### src/rtl/axis_gen_pkg.sv
// Shared types and helpers for the AXI4-Stream packet generator and its keep logic.
package axis_gen_pkg;

    localparam int DEF_TDATA_WIDTH = 512;
    localparam int DEF_TKEEP_WIDTH = DEF_TDATA_WIDTH / 8;

    typedef enum logic {
        IDLE = 1'b0,
        SEND = 1'b1
    } state_t;

    // Ceiling log2; sizes the byte-count bus so it can hold TKEEP_WIDTH itself.
    function automatic int log2(input int value);
        int result;
        result = 0;
        for (int i = 0; i < 31; i++) begin
            if ((1 << i) < value) begin
                result = i + 1;
            end
        end
        return result;
    endfunction

endpackage

### src/rtl/axis_flit_gen_keep_from_count.sv
// Byte count -> contiguous tkeep mask. Counts at or above KEEP_WIDTH saturate to all ones.
module keep_from_count
    import axis_gen_pkg::*;
#(
    parameter  int KEEP_WIDTH = DEF_TKEEP_WIDTH,
    localparam int CW         = log2(KEEP_WIDTH) + 1
) (
    input  logic [CW-1:0]         count,
    output logic [KEEP_WIDTH-1:0] keep
);

    // Enable every byte lane whose index is below the count.
    always_comb begin
        for (int k = 0; k < KEEP_WIDTH; k++) begin
            keep[k] = (k < int'(count));
        end
    end

endmodule

### src/rtl/axis_flit_gen.sv
// AXI4-Stream packet generator: turns a byte-length command into full-width flits
// with an incrementing byte pattern, a remaining-count tkeep and tlast on the final flit.
module axis_flit_gen
    import axis_gen_pkg::*;
#(
    parameter int TDATA_WIDTH = DEF_TDATA_WIDTH,
    parameter int TKEEP_WIDTH = TDATA_WIDTH / 8,
    parameter int LEN_WIDTH   = 16
) (
    input  logic                   clk,
    input  logic                   aresetn,
    input  logic [LEN_WIDTH-1:0]   cmd_len,
    input  logic                   cmd_valid,
    output logic                   cmd_ready,
    output logic [TDATA_WIDTH-1:0] m_axis_tdata,
    output logic [TKEEP_WIDTH-1:0] m_axis_tkeep,
    output logic                   m_axis_tlast,
    output logic                   m_axis_tvalid,
    input  logic                   m_axis_tready,
    output logic                   busy,
    output logic [31:0]            pkt_count
);

    localparam int                   CW         = log2(TKEEP_WIDTH) + 1;
    localparam logic [LEN_WIDTH-1:0] FLIT_BYTES = LEN_WIDTH'(TKEEP_WIDTH);

    state_t                 state, state_next;
    logic [LEN_WIDTH-1:0]   remaining, rem_next;
    logic [LEN_WIDTH-1:0]   flit_idx, idx_next;
    logic                   load_flit;
    logic                   end_pkt;
    logic                   xfer;

    logic                   flit_full;
    logic                   flit_last;
    logic [CW-1:0]          keep_count;
    logic [TKEEP_WIDTH-1:0] flit_keep;
    logic [TDATA_WIDTH-1:0] flit_data;
    logic [7:0]             base_byte;

    assign xfer      = m_axis_tvalid && m_axis_tready;
    assign cmd_ready = (state == IDLE);
    assign busy      = (state == SEND);

    // State register; reset abandons any packet in flight.
    always_ff @(posedge clk) begin
        // NOTE: sequential state uses non-blocking assignments so every register
        // samples pre-edge values regardless of statement order.
        if (!aresetn) begin
            state <= IDLE;
        end else begin
            state <= state_next;
        end
    end

    // Next-state decode: command acceptance, flit advance and end of packet.
    always_comb begin
        // NOTE: every output of this block gets a default first so no path leaves
        // a signal unassigned and no latch is inferred.
        state_next = state;
        rem_next   = remaining;
        idx_next   = flit_idx;
        load_flit  = 1'b0;
        end_pkt    = 1'b0;
        unique case (state)
            IDLE: begin
                // A zero-length command is consumed here and simply dropped.
                if (cmd_valid && cmd_len != '0) begin
                    state_next = SEND;
                    rem_next   = cmd_len;
                    idx_next   = '0;
                    load_flit  = 1'b1;
                end
            end
            SEND: begin
                if (xfer) begin
                    if (m_axis_tlast) begin
                        state_next = IDLE;
                        end_pkt    = 1'b1;
                    end else begin
                        // Last-flit test above guarantees remaining > FLIT_BYTES here.
                        rem_next  = remaining - FLIT_BYTES;
                        idx_next  = flit_idx + 1'b1;
                        load_flit = 1'b1;
                    end
                end
            end
            default: state_next = IDLE;
        endcase
    end

    // Clamp the remaining count into the keep generator's range.
    always_comb begin
        flit_full  = (rem_next >= FLIT_BYTES);
        flit_last  = (rem_next <= FLIT_BYTES);
        keep_count = flit_full ? CW'(TKEEP_WIDTH) : rem_next[CW-1:0];
    end

    keep_from_count #(
        .KEEP_WIDTH (TKEEP_WIDTH)
    ) u_keep (
        .count (keep_count),
        .keep  (flit_keep)
    );

    // Byte k of flit n carries (n*TKEEP_WIDTH + k) mod 256; disabled lanes are zero.
    always_comb begin
        base_byte = 8'(idx_next * FLIT_BYTES);
        flit_data = '0;
        for (int k = 0; k < TKEEP_WIDTH; k++) begin
            flit_data[8*k +: 8] = flit_keep[k] ? (base_byte + 8'(k)) : 8'h00;
        end
    end

    // Registered flit presentation, packet bookkeeping and packet counter.
    always_ff @(posedge clk) begin
        // NOTE: the wide datapath is reset too, so tdata/tkeep read as zero while idle.
        if (!aresetn) begin
            remaining     <= '0;
            flit_idx      <= '0;
            m_axis_tvalid <= 1'b0;
            m_axis_tlast  <= 1'b0;
            m_axis_tkeep  <= '0;
            m_axis_tdata  <= '0;
            pkt_count     <= '0;
        end else begin
            remaining <= rem_next;
            flit_idx  <= idx_next;
            if (load_flit) begin
                m_axis_tvalid <= 1'b1;
                m_axis_tlast  <= flit_last;
                m_axis_tkeep  <= flit_keep;
                m_axis_tdata  <= flit_data;
            end else if (end_pkt) begin
                m_axis_tvalid <= 1'b0;
                m_axis_tlast  <= 1'b0;
                m_axis_tkeep  <= '0;
                m_axis_tdata  <= '0;
            end
            if (end_pkt) begin
                pkt_count <= pkt_count + 32'd1;
            end
        end
    end

endmodule

### config.mk
export PLATFORM = sky130hd
export DESIGN_NAME = axis_flit_gen
export DESIGN_NICKNAME = d
export VERILOG_FILES = /design/src/rtl/axis_gen_pkg.sv /design/src/rtl/axis_flit_gen_keep_from_count.sv /design/src/rtl/axis_flit_gen.sv
export SDC_FILE = /design/constraint.sdc
export NUM_CORES = 1
export LEC_CHECK = 0
export CORE_AREA = 3 3 247 249
export DETAILED_ROUTE_END_ITERATION = 12
export DIE_AREA = 0 0 250 252
export PLACE_DENSITY_LB_ADDON = 0.2
export SETUP_SLACK_MARGIN = 0.02
export SLEW_MARGIN = 20
export SYNTH_ARGS = -nofsm -noshare
export SYNTH_HDL_FRONTEND = slang
export SYNTH_SLANG_ARGS = --single-unit
### constraint.sdc
create_clock -name clk -period 4.2 [get_ports clk]
set_input_delay 0.42 -clock clk [delete_from_list [all_inputs] [get_ports clk]]
set_output_delay 0.42 -clock clk [all_outputs]
set_load 0.02 [all_outputs]
After elaboration in Yosys (flattened, before gate mapping)
Index checks and enable logic that the tools add are counted.
Storage, ports and cells
  output and inout port bits: 612
  bits in registers: 643
  input port bits: 20
Cells by class
  reduce and logical (&&, ||, !) cells: 5
  order comparisons: 66
  equal/unequal tests: 3
  add/sub/neg operators: 66
  bitwise logic cells: 1
  muxes and demuxes: 89
Operator list (count)
  $mux 512: 2
  $mux 8: 64
  $add 8x6->8 const B: 32
  $lt 6x7->1 const A: 32
  $add 8x5->8 const B: 16
  $mux 64: 2
  $lt 5x7->1 const A: 16
  $mux 16: 6
  $add 8x4->8 const B: 8
  $pmux 16 s2: 2
  $lt 4x7->1 const A: 8
  $add 32x1->32 const B: 1
  $add 8x3->8 const B: 4
  $lt 3x7->1 const A: 4
  $add 16x1->16 const B: 1
  $add 8x2->8 const B: 2
  $ge 16x7->1 const B: 1
  $le 16x7->1 const B: 1
  $reduce_bool 16->1: 1
  $sub 16x7->16 const B: 1
  $lt 1x7->1 const A: 2
  $lt 2x7->1 const A: 2
  $mux 1: 10
  $add 8x1->8 const B: 1
  8 further kinds: 11

Logic depth before layout (Yosys ltp)
  depth in word-level cells: 9
  gate-level depth with buffers: 12
  gate-level depth less buffers: 10

Hierarchy
A second synthesis with hierarchy kept.
Unflattened totals
  cell total of the unflattened synthesis: 1500
  area total of the unflattened synthesis: 12064.1 sq um
Modules (own cells, without submodules)
  axis_flit_gen: area an instance 11526.1 sq um, times used 1, cells an instance 1397
  keep_from_count: area an instance 538.0 sq um, times used 1, cells an instance 103

Worst setup path before layout
Ideal clock, no wire load.
  path kind: flip-flop to flip-flop
  start point: register m_axis_tvalid
  end point: register m_axis_tdata[55]
  data arrival time: 3.179 ns
  cell stages (with the launch flop): 11
  clock period less this slack: 3.305 ns
  setup slack: 0.895 ns
  cell sequence: dfxtp_1 -> or4b_4 -> nor4_2 -> mux2i_1 -> a221o_1 -> or3_4 -> or4_1 -> buf_2 -> buf_6 -> nor4_4 -> o21ai_1
Between the ends
  cells in the longest elaborated chain, start to end: 8
  elaborated cells on any way between the ends: 16
  classes of those cells: 1 x add/sub; 2 x order compare; 11 x mux; 2 x reduce/logical
Ends and longest elaborated chain
  start: declaration: RTL line axis_flit_gen.sv:18  | output logic m_axis_tvalid,
  start signal: assignment: RTL line axis_flit_gen.sv:121  | m_axis_tvalid <= 1'b0;
  start signal: assignment: RTL line axis_flit_gen.sv:130  | m_axis_tvalid <= 1'b1;
  start signal: assignment: RTL line axis_flit_gen.sv:135  | m_axis_tvalid <= 1'b0;
  $logic_and 1x1->1 (*): RTL line axis_flit_gen.sv:41  | assign xfer = m_axis_tvalid && m_axis_tready;
  $mux 16: RTL line axis_flit_gen.sv:76  | if (xfer) begin
  $pmux 16 s2: RTL line axis_flit_gen.sv:65  | unique case (state)
  $ge 16x7->1: RTL line axis_flit_gen.sv:94  | flit_full = (rem_next >= FLIT_BYTES);
  $mux 7: RTL line axis_flit_gen.sv:96  | keep_count = flit_full ? CW'(TKEEP_WIDTH) : rem_next[CW-1:0];
  $lt 3x7->1: RTL line axis_flit_gen_keep_from_count.sv:15  | keep[k] = (k < int'(count));
  $mux 8: RTL line axis_flit_gen.sv:111  | flit_data[8*k +: 8] = flit_keep[k] ? (base_byte + 8'(k)) : 8'h00;
  $mux 512: RTL line axis_flit_gen.sv:129  | if (load_flit) begin
  end signal: assignment: RTL line axis_flit_gen.sv:133  | m_axis_tdata <= flit_data;
  end: declaration: RTL line axis_flit_gen.sv:15  | output logic [TDATA_WIDTH-1:0] m_axis_tdata,
Mark *: on every way between the ends. The rest lies on a longest branch, timed or not. The select of a mux whose other input is x is not followed.
A chain may end at the register's enable or synchronous reset.

Final worst setup path
  start point: register m_axis_tvalid
  end point: register m_axis_tdata[94]
Between the ends
  cells in the longest elaborated chain, start to end: 8
  elaborated cells on any way between the ends: 16
  classes of those cells: 1 x add/sub; 2 x order compare; 11 x mux; 2 x reduce/logical
Ends and longest elaborated chain (RTL line)
  $logic_and 1x1->1 (*): axis_flit_gen.sv:41
  $mux 16: axis_flit_gen.sv:76
  $pmux 16 s2: axis_flit_gen.sv:65
  $ge 16x7->1: axis_flit_gen.sv:94
  $mux 7: axis_flit_gen.sv:96
  $lt 4x7->1: axis_flit_gen_keep_from_count.sv:15
  $mux 8: axis_flit_gen.sv:111
  $mux 512: axis_flit_gen.sv:129
Marks and branches as above.

==> flow_metrics.env <==
export IMPL_synth_area_leader_cell="dfxtp_1"
export IMPL_drive_gt1_frac=0.08068
export IMPL_min_path_type="flip-flop to flip-flop"
export IMPL_worstPathMaxFanout=21
export IMPL_path_depth=9
export IMPL_syn_avg_cell_area_sq_um=8.976
export IMPL_cpMaxStageDelayCell="or4b_4"
export IMPL_post_place_ws_ps=-32.65
export IMPL_p_sw_frac=0.3210
export IMPL_status="complete, no violations"
export IMPL_portBuffers=439
export IMPL_synth_common_cells="384 x buf_4, 245 x dfxtp_1, 119 x nand2_1, 80 x o21ai_0"
export IMPL_htree_levels=1
export IMPL_cellLeakagePower_uw=0.006393
export IMPL_r2r_end="m_axis_tdata[94]$_SDFFE_PN0P_"
export IMPL_cp_startpoint="m_axis_tvalid$_SDFFE_PN0P_"
export IMPL_area_growth_synth_to_final_pct=37.16
export IMPL_grt_pass1_wl_mm=64.12
export IMPL_post_synth_top_count_cell="buf_4"
export IMPL_min_period_over_period=0.8806
export IMPL_max_freq_ghz=0.2704
export IMPL_drv_cap=0
export IMPL_setup_viol=0
export IMPL_ys_types=61
export IMPL_hold_viol=0
export IMPL_cpPeakStageDelay_ps=550
export IMPL_clkSlewWorstSetupHoldPaths_ps=60
export IMPL_power_density_mw_per_mm2=408.9
export IMPL_design_portCount=632
export IMPL_synth_edf_count=0
export IMPL_crit_type="flip-flop to flip-flop"
export IMPL_start_util=0.2049
export IMPL_vias_per_cell=4.082
export IMPL_track_usage=0.1340
export IMPL_cts_made_buffers=31
export IMPL_die_area_sq_mm=0.06300
export IMPL_synth_top_cell_area_share=0.4063
export IMPL_drv_slew=0
export IMPL_clkLatencyLatePin_ps=590
export IMPL_path_delay_family="simple AND/OR/NAND/NOR gates"
export IMPL_drtAntennaViolNets=0
export IMPL_grt_pass1_vias=8971
export IMPL_fin_crit_ps=3699
export IMPL_cp_num_buf_inv=1
export IMPL_synth_simple_gate_area_frac=0.1251
export IMPL_rows=89
export IMPL_synthAdderAreaFrac=0.002073
export IMPL_fin_tns_setup_ps=0
export IMPL_muxShareOfSynthArea=0.009327
export IMPL_hold_depth=2
export IMPL_critPathCapture="m_axis_tdata[94]$_SDFFE_PN0P_"
export IMPL_power_switching_uw=2174
export IMPL_diodes=0
export IMPL_die_y_um=252
export IMPL_setup_ws_ps=501.5
export IMPL_fin_skew_ps=23.47
export IMPL_max_slew_margin=0.3069
export IMPL_antenna_found_initial=1
export IMPL_ir_worst_vdd_v=0.0002831
export IMPL_clkPwrFrac=0.387
export IMPL_combPwrFrac=0.235
export IMPL_cts_tree="done"
export IMPL_overflow=0
export IMPL_wl_per_cell_um=18.91
export IMPL_synth_compound_area_frac=0.1760
export IMPL_crit_chain="or4b_4 > nor4b_1 > mux2i_1 > a311oi_1 > nand3b_1 > nor4_4 > buf_4 > a21oi_2 > a221o_1"
export IMPL_post_cts_resized=0
export IMPL_grt_max_degree=96
export IMPL_ys_ff_latch=245
export IMPL_rsz0062_at_grt="no"
export IMPL_vias=9833
export IMPL_ys_flop_type="dfxtp_1"
export IMPL_p_int_uw=4598
export IMPL_routabilityCongestion=0.8014
export IMPL_r2r_cells=9
export IMPL_seq_power_share=0.378
export IMPL_core_area_sq_mm=0.05891
export IMPL_cts_hold_buffers=0
export IMPL_tightest_slew_ps=1040
export IMPL_synth_top_family_by_area="buffers and inverters"
export IMPL_end_kind="flip-flop"
export IMPL_post_route_util=0.2811
export IMPL_post_route_drc_count=0
export IMPL_start_kind="flip-flop"
export IMPL_cts_setup_buffers=0
export IMPL_syn_area_sq_mm=0.01207
export IMPL_wl_mm=45.56
export IMPL_place_hpwl_mm=34.66
export IMPL_synth_top_cells_by_area="dfxtp_1 41%, buf_4 24%, a221o_1 4.8%"
export IMPL_yosysWarnings=0
export IMPL_die_x_um=250
export IMPL_clock_path_buffers=3
export IMPL_ff2ff_setup_slack_ps=500
export IMPL_fin_nets=1634
export IMPL_drt_iter0_markers=494
export IMPL_dr_pass1_iters=7
export IMPL_critPathArrivalTime_ps=4150
export IMPL_yosysSeqAreaShare=0.4063
export IMPL_r2r_start="m_axis_tvalid$_SDFFE_PN0P_"
export IMPL_yosys_area_share_xor_xnor=0.01959
export IMPL_crit_required_ps=4650
export IMPL_synthArstFlopShare=0
export IMPL_syn_inst=1345
export IMPL_clock_sinks=245
export IMPL_cts_root_buf="clkbuf_16"
-- worst min path at each step --
stage                                    from                             end  slack, ps
4_1_cts        m_axis_tdata[318]$_SDFFE_PN0P_  m_axis_tdata[318]$_SDFFE_PN0P_        450
3_3_place_gp   m_axis_tdata[318]$_SDFFE_PN0P_  m_axis_tdata[318]$_SDFFE_PN0P_        430
2_1_floorplan         remaining[1]$_SDFF_PN0_         remaining[1]$_SDFF_PN0_        460
6_report       m_axis_tdata[319]$_SDFFE_PN0P_  m_axis_tdata[319]$_SDFFE_PN0P_        450
3_5_place_dp   m_axis_tdata[318]$_SDFFE_PN0P_  m_axis_tdata[318]$_SDFFE_PN0P_        440
5_1_grt        m_axis_tdata[319]$_SDFFE_PN0P_  m_axis_tdata[319]$_SDFFE_PN0P_        470
-- worst reg2reg max path, stage by stage (launching register included) --
cell and delay [ps]:
dfxtp_1 480, or4b_4 550, nor4b_1 410, mux2i_1 140, a311oi_1 440, nand3b_1 230
nor4_4 380, buf_4 320, a21oi_2 290, a221o_1 350
-- state kept, by name (all words and copies together), names as in the netlist --
| signal | cells |
|---|---|
| m_axis_tvalid | 1 |
| pkt_count | 32 |
| remaining | 16 |
| m_axis_tdata | 129 |
| flit_idx | 2 |
| busy | 1 |
| m_axis_tkeep | 63 |
| m_axis_tlast | 1 |
-- final cells by class --
| class | count | area (sq um) |
|---|---|---|
| clock buffers | 42 | 887.1 |
| clock inverters | 15 | 121.4 |
| fillers | 6172 | 42350 |
| inverters | 6 | 22.52 |
| multi-input cells | 837 | 4810 |
| flip-flops and latches | 245 | 4905 |
| well taps | 773 | 967.2 |
| repair buffers | 491 | 4847 |
-- power by group through the flow --
| stage | Clock (uW) | Combinational (uW) | Sequential [uW] |
|---|---|---|---|
| 2_1_floorplan | 0 | 1120 | 2670 |
| 3_3_place_gp | 0 | 1600 | 2610 |
| 3_5_place_dp | 0 | 1600 | 2620 |
| 4_1_cts | 2730 | 1600 | 2560 |
| 5_1_grt | 2810 | 1670 | 2580 |
| 6_report | 2620 | 1590 | 2560 |
-- per-layer routing --
layer  part of all wire  GRT usage  vias to the layer above
li1                   -          -                     4652
met1               0.42     0.1672                     4710
met2               0.50     0.2385                      425
met3              0.064    0.02928                       46
met4              0.018    0.02571                        0
met5                  0          0                        -
-- cells in the final DEF, fill, tap and decap left out, types with 13 or more instances in the layout --
cell / synthesis / final
a21oi_1: 46 / 43
a221o_1: 58 / 58
a22o_1: 64 / 64
and2_1: 20 / 20
buf_4: 384 / 47
clkbuf_16: 0 / 31
clkdlybuf4s50_1: 0 / 439
conb_1: 1 / 192
dfxtp_1: 245 / 245
nand2_1: 119 / 119
nand3_1: 21 / 21
nor2_1: 64 / 63
o21ai_0: 80 / 79
xnor2_1: 13 / 13
xor2_1: 14 / 14
-- through the flow --
stage | std cells | hold WS, ps | area (sq um) | power (uW)
finish | 2409 | 446.7 | 16560 | 6772
global route | 2409 | 468.1 | 16560 | 7059
floorplan | 1536 | 463.4 | 12790 | 3788
detailed placement | 2351 | 440.5 | 15530 | 4214
CTS | 2408 | 449.1 | 16540 | 6892
global placement | 2351 | 434.9 | 15520 | 4211
-- cell families (layout without fill, tap and decap cells) --
family / Yosys count / in the layout
xor gates and xnor gates: 27 / 27
and+or+nand+nor: 309 / 309
DFF: 245 / 245
muxes: 11 / 11
adders and majority gates: 2 / 2
buffers and inverters: 454 / 554
AOI/OAI and AO/OA: 296 / 296
other: 1 / 192
(Power assumes the default switching activity.)
